==> src/rtl/decoder_pipe_if.sv <==
// Upstream code handshake plus downstream decoded-pattern handshake for decoder_pipe.
interface decoder_pipe_if #(
  parameter int M = 4,
  parameter int N = 2**M
);
  logic         i_valid;
  logic [M-1:0] i_encoded;
  logic         o_ready;
  logic         o_valid;
  logic [N-1:0] o_data;
  logic         o_err;
  logic         i_ready;

  modport slave (
    input  i_valid, i_encoded, i_ready,
    output o_ready, o_valid, o_data, o_err
  );

  modport master (
    output i_valid, i_encoded, i_ready,
    input  o_ready, o_valid, o_data, o_err
  );
endinterface

==> src/rtl/decoder_pipe.sv <==
// One-hot/thermometer decoder with out-of-range flag; 1-cycle latency, 2-entry (OUT+SKID) buffer,
// full throughput; registered o_ready drops only when both entries are held.
module decoder_pipe #(
  parameter int M    = 4,
  parameter int N    = 2**M,
  parameter int MODE = 0
) (
  input  logic           i_clk,
  input  logic           i_rst,
  decoder_pipe_if.slave  bus
);

  typedef enum logic [1:0] {
    EMPTY = 2'd0,
    ONE   = 2'd1,
    FULL  = 2'd2
  } state_t;

  // Result packed as {err, pattern}; out-of-range codes decode to an all-zero pattern.
  function automatic logic [N:0] decode(input logic [M-1:0] code);
    logic [N-1:0] pat;
    logic         err;
    pat = '0;
    err = (int'(code) >= N);
    for (int j = 0; j < N; j++) begin
      if (MODE == 0) pat[j] = (int'(code) == j);
      else           pat[j] = (j <= int'(code));
    end
    if (err) pat = '0;
    return {err, pat};
  endfunction

  state_t       state, state_n;
  logic [N-1:0] out_data, skid_data;
  logic         out_err, skid_err;
  logic         ready_q, ready_n;
  logic [N:0]   dec;
  logic         up_xfer, dn_xfer;
  logic         load_out, load_out_skid, load_skid;

  assign dec     = decode(bus.i_encoded);
  assign up_xfer = bus.i_valid && ready_q;
  assign dn_xfer = (state != EMPTY) && bus.i_ready;

  always_comb begin
    state_n       = state;
    load_out      = 1'b0;
    load_out_skid = 1'b0;
    load_skid     = 1'b0;
    case (state)
      EMPTY: begin
        if (up_xfer) begin
          load_out = 1'b1;
          state_n  = ONE;
        end
      end
      ONE: begin
        if (dn_xfer) begin
          if (up_xfer) load_out = 1'b1;
          else         state_n  = EMPTY;
        end else if (up_xfer) begin
          load_skid = 1'b1;
          state_n   = FULL;
        end
      end
      FULL: begin
        // o_ready is low here, so no new code can arrive alongside the drain.
        if (dn_xfer) begin
          load_out_skid = 1'b1;
          state_n       = ONE;
        end
      end
      default: state_n = EMPTY;
    endcase
    ready_n = (state_n != FULL);
  end

  always_ff @(posedge i_clk or posedge i_rst) begin
    if (i_rst) begin
      state     <= EMPTY;
      ready_q   <= 1'b1;
      out_data  <= '0;
      out_err   <= 1'b0;
      skid_data <= '0;
      skid_err  <= 1'b0;
    end else begin
      state   <= state_n;
      ready_q <= ready_n;
      if (load_out) begin
        out_data <= dec[N-1:0];
        out_err  <= dec[N];
      end else if (load_out_skid) begin
        out_data <= skid_data;
        out_err  <= skid_err;
      end
      if (load_skid) begin
        skid_data <= dec[N-1:0];
        skid_err  <= dec[N];
      end
    end
  end

  assign bus.o_ready = ready_q;
  assign bus.o_valid = (state != EMPTY);
  assign bus.o_data  = out_data;
  assign bus.o_err   = out_err;

endmodule

==> src/flat_wrapper.sv <==
// flat-port wrapper written by rule: the top's interface ports become plain ports
module decoder_pipe_flat 
#(
  parameter int M    = 4,
  parameter int N    = 2**M,
  parameter int MODE = 0
)
  (i_clk, i_rst, bus_i_valid, bus_i_encoded, bus_i_ready, bus_o_ready, bus_o_valid, bus_o_data, bus_o_err);
  decoder_pipe_if #(.M(M), .N(N)) bus_i ();
  input  logic i_clk;
  input  logic i_rst;
  input wire logic [$bits(bus_i.i_valid)-1:0] bus_i_valid;
  input wire logic [$bits(bus_i.i_encoded)-1:0] bus_i_encoded;
  input wire logic [$bits(bus_i.i_ready)-1:0] bus_i_ready;
  output wire logic [$bits(bus_i.o_ready)-1:0] bus_o_ready;
  output wire logic [$bits(bus_i.o_valid)-1:0] bus_o_valid;
  output wire logic [$bits(bus_i.o_data)-1:0] bus_o_data;
  output wire logic [$bits(bus_i.o_err)-1:0] bus_o_err;
  assign bus_i.i_valid = bus_i_valid;
  assign bus_i.i_encoded = bus_i_encoded;
  assign bus_i.i_ready = bus_i_ready;
  assign bus_o_ready = bus_i.o_ready;
  assign bus_o_valid = bus_i.o_valid;
  assign bus_o_data = bus_i.o_data;
  assign bus_o_err = bus_i.o_err;
  decoder_pipe #(.M(M), .N(N), .MODE(MODE)) u_core (.i_clk(i_clk), .i_rst(i_rst), .bus(bus_i));
endmodule
==> config.mk <==
export PLATFORM = sky130hd
export DESIGN_NAME = decoder_pipe_flat
export DESIGN_NICKNAME = d
export VERILOG_FILES = /design/src/rtl/decoder_pipe_if.sv /design/src/rtl/decoder_pipe.sv /design/src/flat_wrapper.sv
export SDC_FILE = /design/constraint.sdc
export NUM_CORES = 1
export LEC_CHECK = 0
export CORE_AREA = 2 2 78 50
export CTS_CLUSTER_SIZE = 16
export DETAILED_ROUTE_END_ITERATION = 12
export DIE_AREA = 0 0 80 52
export DONT_BUFFER_PORTS = 1
export PLACE_DENSITY = 0.67
export SYNTH_ARGS = -nofsm -noshare
export SYNTH_HDL_FRONTEND = slang
export SYNTH_SLANG_ARGS = --single-unit
export TNS_END_PERCENT = 5
==> constraint.sdc <==
create_clock -name i_clk -period 1.4 [get_ports i_clk]
set_input_delay 0.28 -clock i_clk [delete_from_list [all_inputs] [get_ports i_clk]]
set_output_delay 0.28 -clock i_clk [all_outputs]
set_load 0.01 [all_outputs]
==> results of run 1 <==
==> sequential cells by signal (all words and copies together), names as in the netlist <==
register            flops
u_core.bus.o_data      16
u_core.bus.o_ready      1
u_core.skid_data       16
u_core.state            2
==> timing repair <==
item / 4_1_cts / 5_1_grt
pin swaps: 0 / 0
setup endpoints to repair: 1 / 2
hold buffers: 1 / 0
gates resized for setup: 1 / 2
setup buffers: 0 / 0
endpoints found under the hold margin: 34 / 0
==> placed cells by master, fill, tap and decap left out, drive strengths merged, types with 2 or more instances in the layout <==
master and instances:
nor2 3, a21oi 2, dfrtp 34, inv 3, nand3 6, nor2b 4, mux2i 30, o31ai 15
nand2 9, nand3b 2, o21ai 15, nand2b 2, clkbuf 6, buf 10, mux2 4
==> per-layer routing <==
metal / track usage [%] / wire [µm] / vias to the layer above / share of wire [%]
met5: 0 / 0 / - / 0
met2: 31.4 / 1660 / 37 / 47
li1: - / - / 545 / -
met4: 9.60 / 63 / 0 / 1.8
met1: 24.5 / 1600 / 584 / 45
met3: 6.42 / 234 / 7 / 6.6
==> cells by family after synthesis <==
group                  count (synthesis)  share of synthesized area (%)
buffers and inverters                 13                           4.24
other                                  1                          0.223
AO/OA/AOI/OAI                         34                           13.2
flip-flops                            35                           52.1
AND/OR/NAND/NOR                       29                           9.44
multiplexers                          34                           20.7
==> power breakdown <==
group	switching [µW]	internal (µW)
Sequential	164	1220
Clock	359	576
Combinational	460	395
Total	983	2190
==> stage by stage <==
stage                     power, µW  hold slack, ns
after floorplan                1990           0.388
after global placement         2190           0.290
after detailed placement       2240           0.299
after CTS                      3200          0.0873
after global routing           3350           0.105
final                          3170          0.0965
==> final timing paths <==
kind                                                        from                                end  slack, ns  cells past startpoint
worst max-delay path                   u_core.state[0]$_DFF_PP0_                        bus_o_valid       0.06                      2
worst min-delay path                                 bus_i_ready          u_core.state[1]$_DFF_PP0_        0.1                      1
worst max register to register         u_core.state[1]$_DFF_PP0_   u_core.bus.o_data[1]$_DFFE_PP0P_       0.07                      4
worst min register to register  u_core.skid_data[15]$_DFFE_PP0P_   u_core.skid_data[15]$_DFFE_PP0P_       0.51                      2
max in group asynchronous                                  i_rst       u_core.bus.o_ready$_DFF_PP1_       0.53                      3
min in group asynchronous                                  i_rst  u_core.bus.o_data[12]$_DFFE_PP0P_       0.53                      3
==> worst max-delay path: cells and delay by family, from the launching register on <==
kind,cells,cell delay [ns]
flops,1,0.39
simple gates,1,0.25
buf+inv,1,0.13
==> area by class of cell <==
class                      instances  area share, %
clock buffer                       6           4.33
clock inverter                     2           1.84
inverter                           3          0.591
multi-input combinational         98           38.8
sequential                        35           46.0
tap                               47           3.08
timing repair buffer              11           5.31
==> flow_summary.yaml, run 1 <==
run_status:
  status: "finished clean"
die:
  num_rows: 17
  start_util_pct: 48.2
  die_h_um: 52
  ios: 27
  die_w_um: 80
  die-area_um2: 4160
  core_um2: 3490
cts:
  cts_made_buffers: 5
  cts_tree: "yes"
  clk_path_buf_depth: 2
  clock_latency_ns: 0.29
  root_buffer: "clkbuf_8"
  cts_sinks: 35
  ctsHtreeMaxLevel: 2
  clkTransAtPathRegs_ns: 0.07
grt:
  grt_usage_pct: 19.8
  grt_pass1_wl_um: 5960
  grt_pass1_vias: 1234
  overflow: 0
  antenna_found_initial: 0
  grt_max_degree: 36
hold_path:
  hp-class: "primary input to flop"
logic_synthesis:
  synth.most_common_cell: "dfrtp_1"
  synth_top_area_cell: "dfrtp_1"
  syn-cell-area_um2: 1680
  yosys_warnings: 0
  yosysSeqAreaShare_pct: 52.1
  synth.avg_cell_area_um2: 11.5
  synthTopCellsByCount: "dfrtp_1, mux2i_1, o21ai_0, o31ai_1, nand2_1"
  synth.area.top_cells: "dfrtp_1, mux2i_1, o31ai_1"
  synthDistinctLibCells: 26
  ys_ff_latch: 35
  synthArstFlopShare_pct: 100
  synth_cells: 146
  syn-num-nets: 154
  synth_top_flop_cell: "dfrtp_1"
  synth.top_cell.area_share_pct: 50.6
  synth_enable_flop_cells: 0
detailed_routing:
  drtPass1Iterations: 4
  vias: 1173
  drc: 0
  wl_per_cell_um: 17.6
  drtAntennaViolNets: 0
  routed_wl_um: 3560
  vias_per_cell: 5.81
  dr.first_iter.drc_count: 72
cells_and_area:
  final_area_um2: 1910
  antennaDiodeCount: 0
  postLayoutCoreUtil_pct: 54.7
  syn_to_final_growth_pct: 13.3
  multiInputGateArea_um2: 741
  seq_area_um2: 877
  nFillCells: 301
  layoutNonFillerInstCount: 202
  layout-drive-gt1-share_pct: 17.4
  nets: 162
sta:
  timing.final.ws_setup_ns: 0.0596
  period_share_pct: 95.7
  max_freq_mhz: 746
  report.final.slew_viol_count: 0
  finalSetupViolCount: 0
  tns_ns: 0
  clock-skew-final_ns: 0.00426
  rsz0062_at_grt: "no"
  min_period_ns: 1.34
  finalHoldViolCount: 0
critical_path:
  critPathSlowestCell: "dfrtp_1"
  critPathRequiredTime_ns: 1.12
  slowest_delay_ns: 0.39
  end_kind: "primary output"
  critPathMaxFanout: 5
  critPathLaunchType: "flop"
  path_cells: "buf_6 > or2_4"
  cp.arrival_ns: 1.06
  worstSetupPathType: "flop to primary output"
placement:
  place_ws_ns: 0.0778
  io_buffers: 0
  hpwl_um: 2460
  gp_congestion: 0.756
  post-place-cells: 193
  postPlaceCellArea_um2: 1770
power:
  power.density_nw_per_um2: 1660
  leakage_uw: 0.000929
  irDropWorstVdd_uv: 640
job:
  cap_violations: 0
Note: power is estimated with default switching activity, not from simulation.
==> run 2: changes to the inputs <==
--- a/config.mk
+++ b/config.mk
@@ -5,12 +5,13 @@
 export SDC_FILE = /design/constraint.sdc
 export NUM_CORES = 1
 export LEC_CHECK = 0
-export CORE_AREA = 2 2 78 50
+export ABC_AREA = 1
+export CORE_AREA = 2 2 83 53
 export CTS_CLUSTER_SIZE = 16
 export DETAILED_ROUTE_END_ITERATION = 12
-export DIE_AREA = 0 0 80 52
+export DIE_AREA = 0 0 85 55
 export DONT_BUFFER_PORTS = 1
-export PLACE_DENSITY = 0.67
+export PLACE_DENSITY = 0.66
 export SYNTH_ARGS = -nofsm -noshare
 export SYNTH_HDL_FRONTEND = slang
 export SYNTH_SLANG_ARGS = --single-unit
==> run 2 against run 1 <==
Total power is 8.4% higher. First-iteration DRC count is 65% higher. Synthesized cell count is 56% higher. Register-to-register slack hardly changed. Via count is 26% higher. Worst hold slack better by 0.076 ns. Final cell count is 39% higher. Highest routed layer unchanged.
==> flow_summary.yaml, run 2 <==
sta:
  period_share_pct: 95.5
  rsz0062_at_grt: "yes"
  max_freq_mhz: 748
  finalHoldViolCount: 0
  clock-skew-final_ns: 0.00241
  finalSetupViolCount: 0
  report.final.slew_viol_count: 0
  min_period_ns: 1.34
  timing.final.ws_setup_ns: 0.0627
  worst_hold_slack_ns: 0.173
cells_and_area:
  layoutNonFillerInstCount: 281
  antennaDiodeCount: 0
  layout-drive-gt1-share_pct: 19.9
  nets: 239
  final_area_um2: 2060
  syn_to_final_growth_pct: 8.86
  layout_common_cells: "nand2_1, dfrtp_1, nand3_1, nand4_1, o21ai_2"
  nFillCells: 368
  layout_commonest_cell: "nand2_1"
cts:
  cts_made_buffers: 5
  clk_path_buf_depth: 2
  clkTransAtPathRegs_ns: 0.07
  cts_sinks: 35
  cts_tree: "yes"
  ctsHtreeMaxLevel: 2
  clock_latency_ns: 0.29
  root_buffer: "clkbuf_8"
power:
  power.density_nw_per_um2: 1670
  p_total_uw: 3440
  leakage_uw: 0.00105
  irDropWorstVdd_uv: 990
logic_synthesis:
  synth_enable_flop_cells: 0
  syn-num-nets: 236
  synth_top_area_cell: "dfrtp_1"
  synth.most_common_cell: "nand2_1"
  synth.area.top_cells: "dfrtp_1, nand2_1, o21ai_2"
  syn-cell-area_um2: 1890
  synth_cells: 228
  ys_ff_latch: 35
  yosysSeqAreaShare_pct: 46.4
  synthTopCellsByCount: "nand2_1, dfrtp_1, nand3_1, nand4_1, o21ai_2"
  synthArstFlopShare_pct: 100
  yosys_warnings: 0
  synthDistinctLibCells: 20
  synth_top_flop_cell: "dfrtp_1"
  synth.top_cell.area_share_pct: 45.0
  synth.avg_cell_area_um2: 8.30
critical_path:
  critPathMaxFanout: 17
  r2r_start: "u_core.bus.o_ready$_DFF_PP1_"
  worstSetupPathType: "flop to primary output"
  cp-endpoint: "bus_o_valid"
  end_kind: "primary output"
  r2r_cells: 6
  r2r_end: "u_core.skid_data[3]$_DFFE_PP0P_"
  critPathLaunch: "u_core.state[0]$_DFF_PP0_"
  ff2ff_setup_slack_ns: 0.08
  cp.arrival_ns: 1.06
  critPathRequiredTime_ns: 1.12
  critPathLaunchType: "flop"
detailed_routing:
  drc: 0
  wl_per_cell_um: 14.5
  vias_per_cell: 5.26
  drtAntennaViolNets: 0
  vias: 1478
  routed_wl_um: 4070
  drtPass1Iterations: 4
  dr.first_iter.drc_count: 119
placement:
  post-place-cells: 272
  hpwl_um: 2670
  place_ws_ns: 0.0593
  gp_congestion: 0.789
  postPlaceCellArea_um2: 1930
  io_buffers: 0
hold_path:
  hp-class: "primary input to flop"
grt:
  grt_usage_pct: 20.2
  antenna_found_initial: 0
  grt_pass1_vias: 1362
  overflow: 0
  grt_pass1_wl_um: 7010
  grt_max_degree: 34
die:
  core_um2: 3940
  die_w_um: 85
  start_util_pct: 48.0
  num_rows: 18
  die-area_um2: 4680
  ios: 27
  die_h_um: 55
job:
  cap_violations: 0
run_status:
  status: "finished clean"
## run 2: cells by family (layout without fill, tap and decap cells)
group,after synthesis,count (layout),share of synthesized area (%)
AND/OR/NAND/NOR,151,151,36.8
flip-flops,35,35,46.4
buffers and inverters,25,28,9.26
AO/OA/AOI/OAI,16,16,7.41
other,1,1,0.198
## run 2: how the worst min path moves through the flow
stage	from	to	slack, ns	depth (start not counted)
after floorplan	i_rst	u_core.bus.o_data[0]$_DFFE_PP0P_	0.43	1
after global placement	i_rst	u_core.bus.o_data[15]$_DFFE_PP0P_	0.15	1
after detailed placement	i_rst	u_core.bus.o_data[15]$_DFFE_PP0P_	0.15	1
after CTS	bus_i_ready	u_core.state[1]$_DFF_PP0_	0.16	3
after global routing	bus_i_ready	u_core.state[1]$_DFF_PP0_	0.17	3
final	bus_i_ready	u_core.state[1]$_DFF_PP0_	0.17	3
## run 2: power by group
group	switching, µW	total (µW)	leakage (µW)	internal, µW
Combinational	616	1020	0.000554	403
Clock	352	737	0.0000470	386
Sequential	341	1680	0.000446	1340
## run 2: worst max-delay path, cell delays in order, from the launching register on
cell     delay [ns]
dfrtp_1        0.42
inv_2          0.10
buf_12         0.15
nand2_1        0.10
## run 2: timing repair
action | CTS | global route
endpoints found under the hold margin | 6 | 0
hold buffers | 1 | 0
endpoints found under the setup margin | 1 | 16
setup buffers | 1 | 0
gates cloned | 0 | 0
resized for setup | 2 | 2
## run 2: stage by stage
step / util (%) / setup TNS, ns
floorplan: - / 0
detailed placement: 49.0 / 0
global route: 52.3 / -0.000821
finish: 52.3 / 0
global placement: 49.0 / 0
CTS: 51.9 / 0
## run 2: routing by layer
metal	global-route usage (%)	up-vias	routed length [µm]
li1	-	745	-
met1	28.9	684	1970
met2	28.9	43	1770
met3	6.82	6	294
met4	6.35	0	38
met5	0	-	0
## run 2: layout make-up
| type | count | area [µm²] | area share, % |
|---|---|---|---|
| repair buffers | 10 | 140 | 6.80 |
| flip-flops and latches | 35 | 877 | 42.6 |
| inverters | 11 | 43.8 | 2.13 |
| clock inverters | 1 | 5.00 | 0.243 |
| multi-input cells | 168 | 848 | 41.2 |
| clock buffers | 6 | 82.6 | 4.01 |
| well taps | 50 | 62.6 | 3.04 |
==> run 3: changes to the inputs <==
--- a/config.mk
+++ b/config.mk
@@ -7,7 +7,6 @@
 export LEC_CHECK = 0
 export ABC_AREA = 1
 export CORE_AREA = 2 2 83 53
-export CTS_CLUSTER_SIZE = 16
 export DETAILED_ROUTE_END_ITERATION = 12
 export DIE_AREA = 0 0 85 55
 export DONT_BUFFER_PORTS = 1
==> results of run 3 <==
Final layout, timing and power as in run 2 (identical DEF).
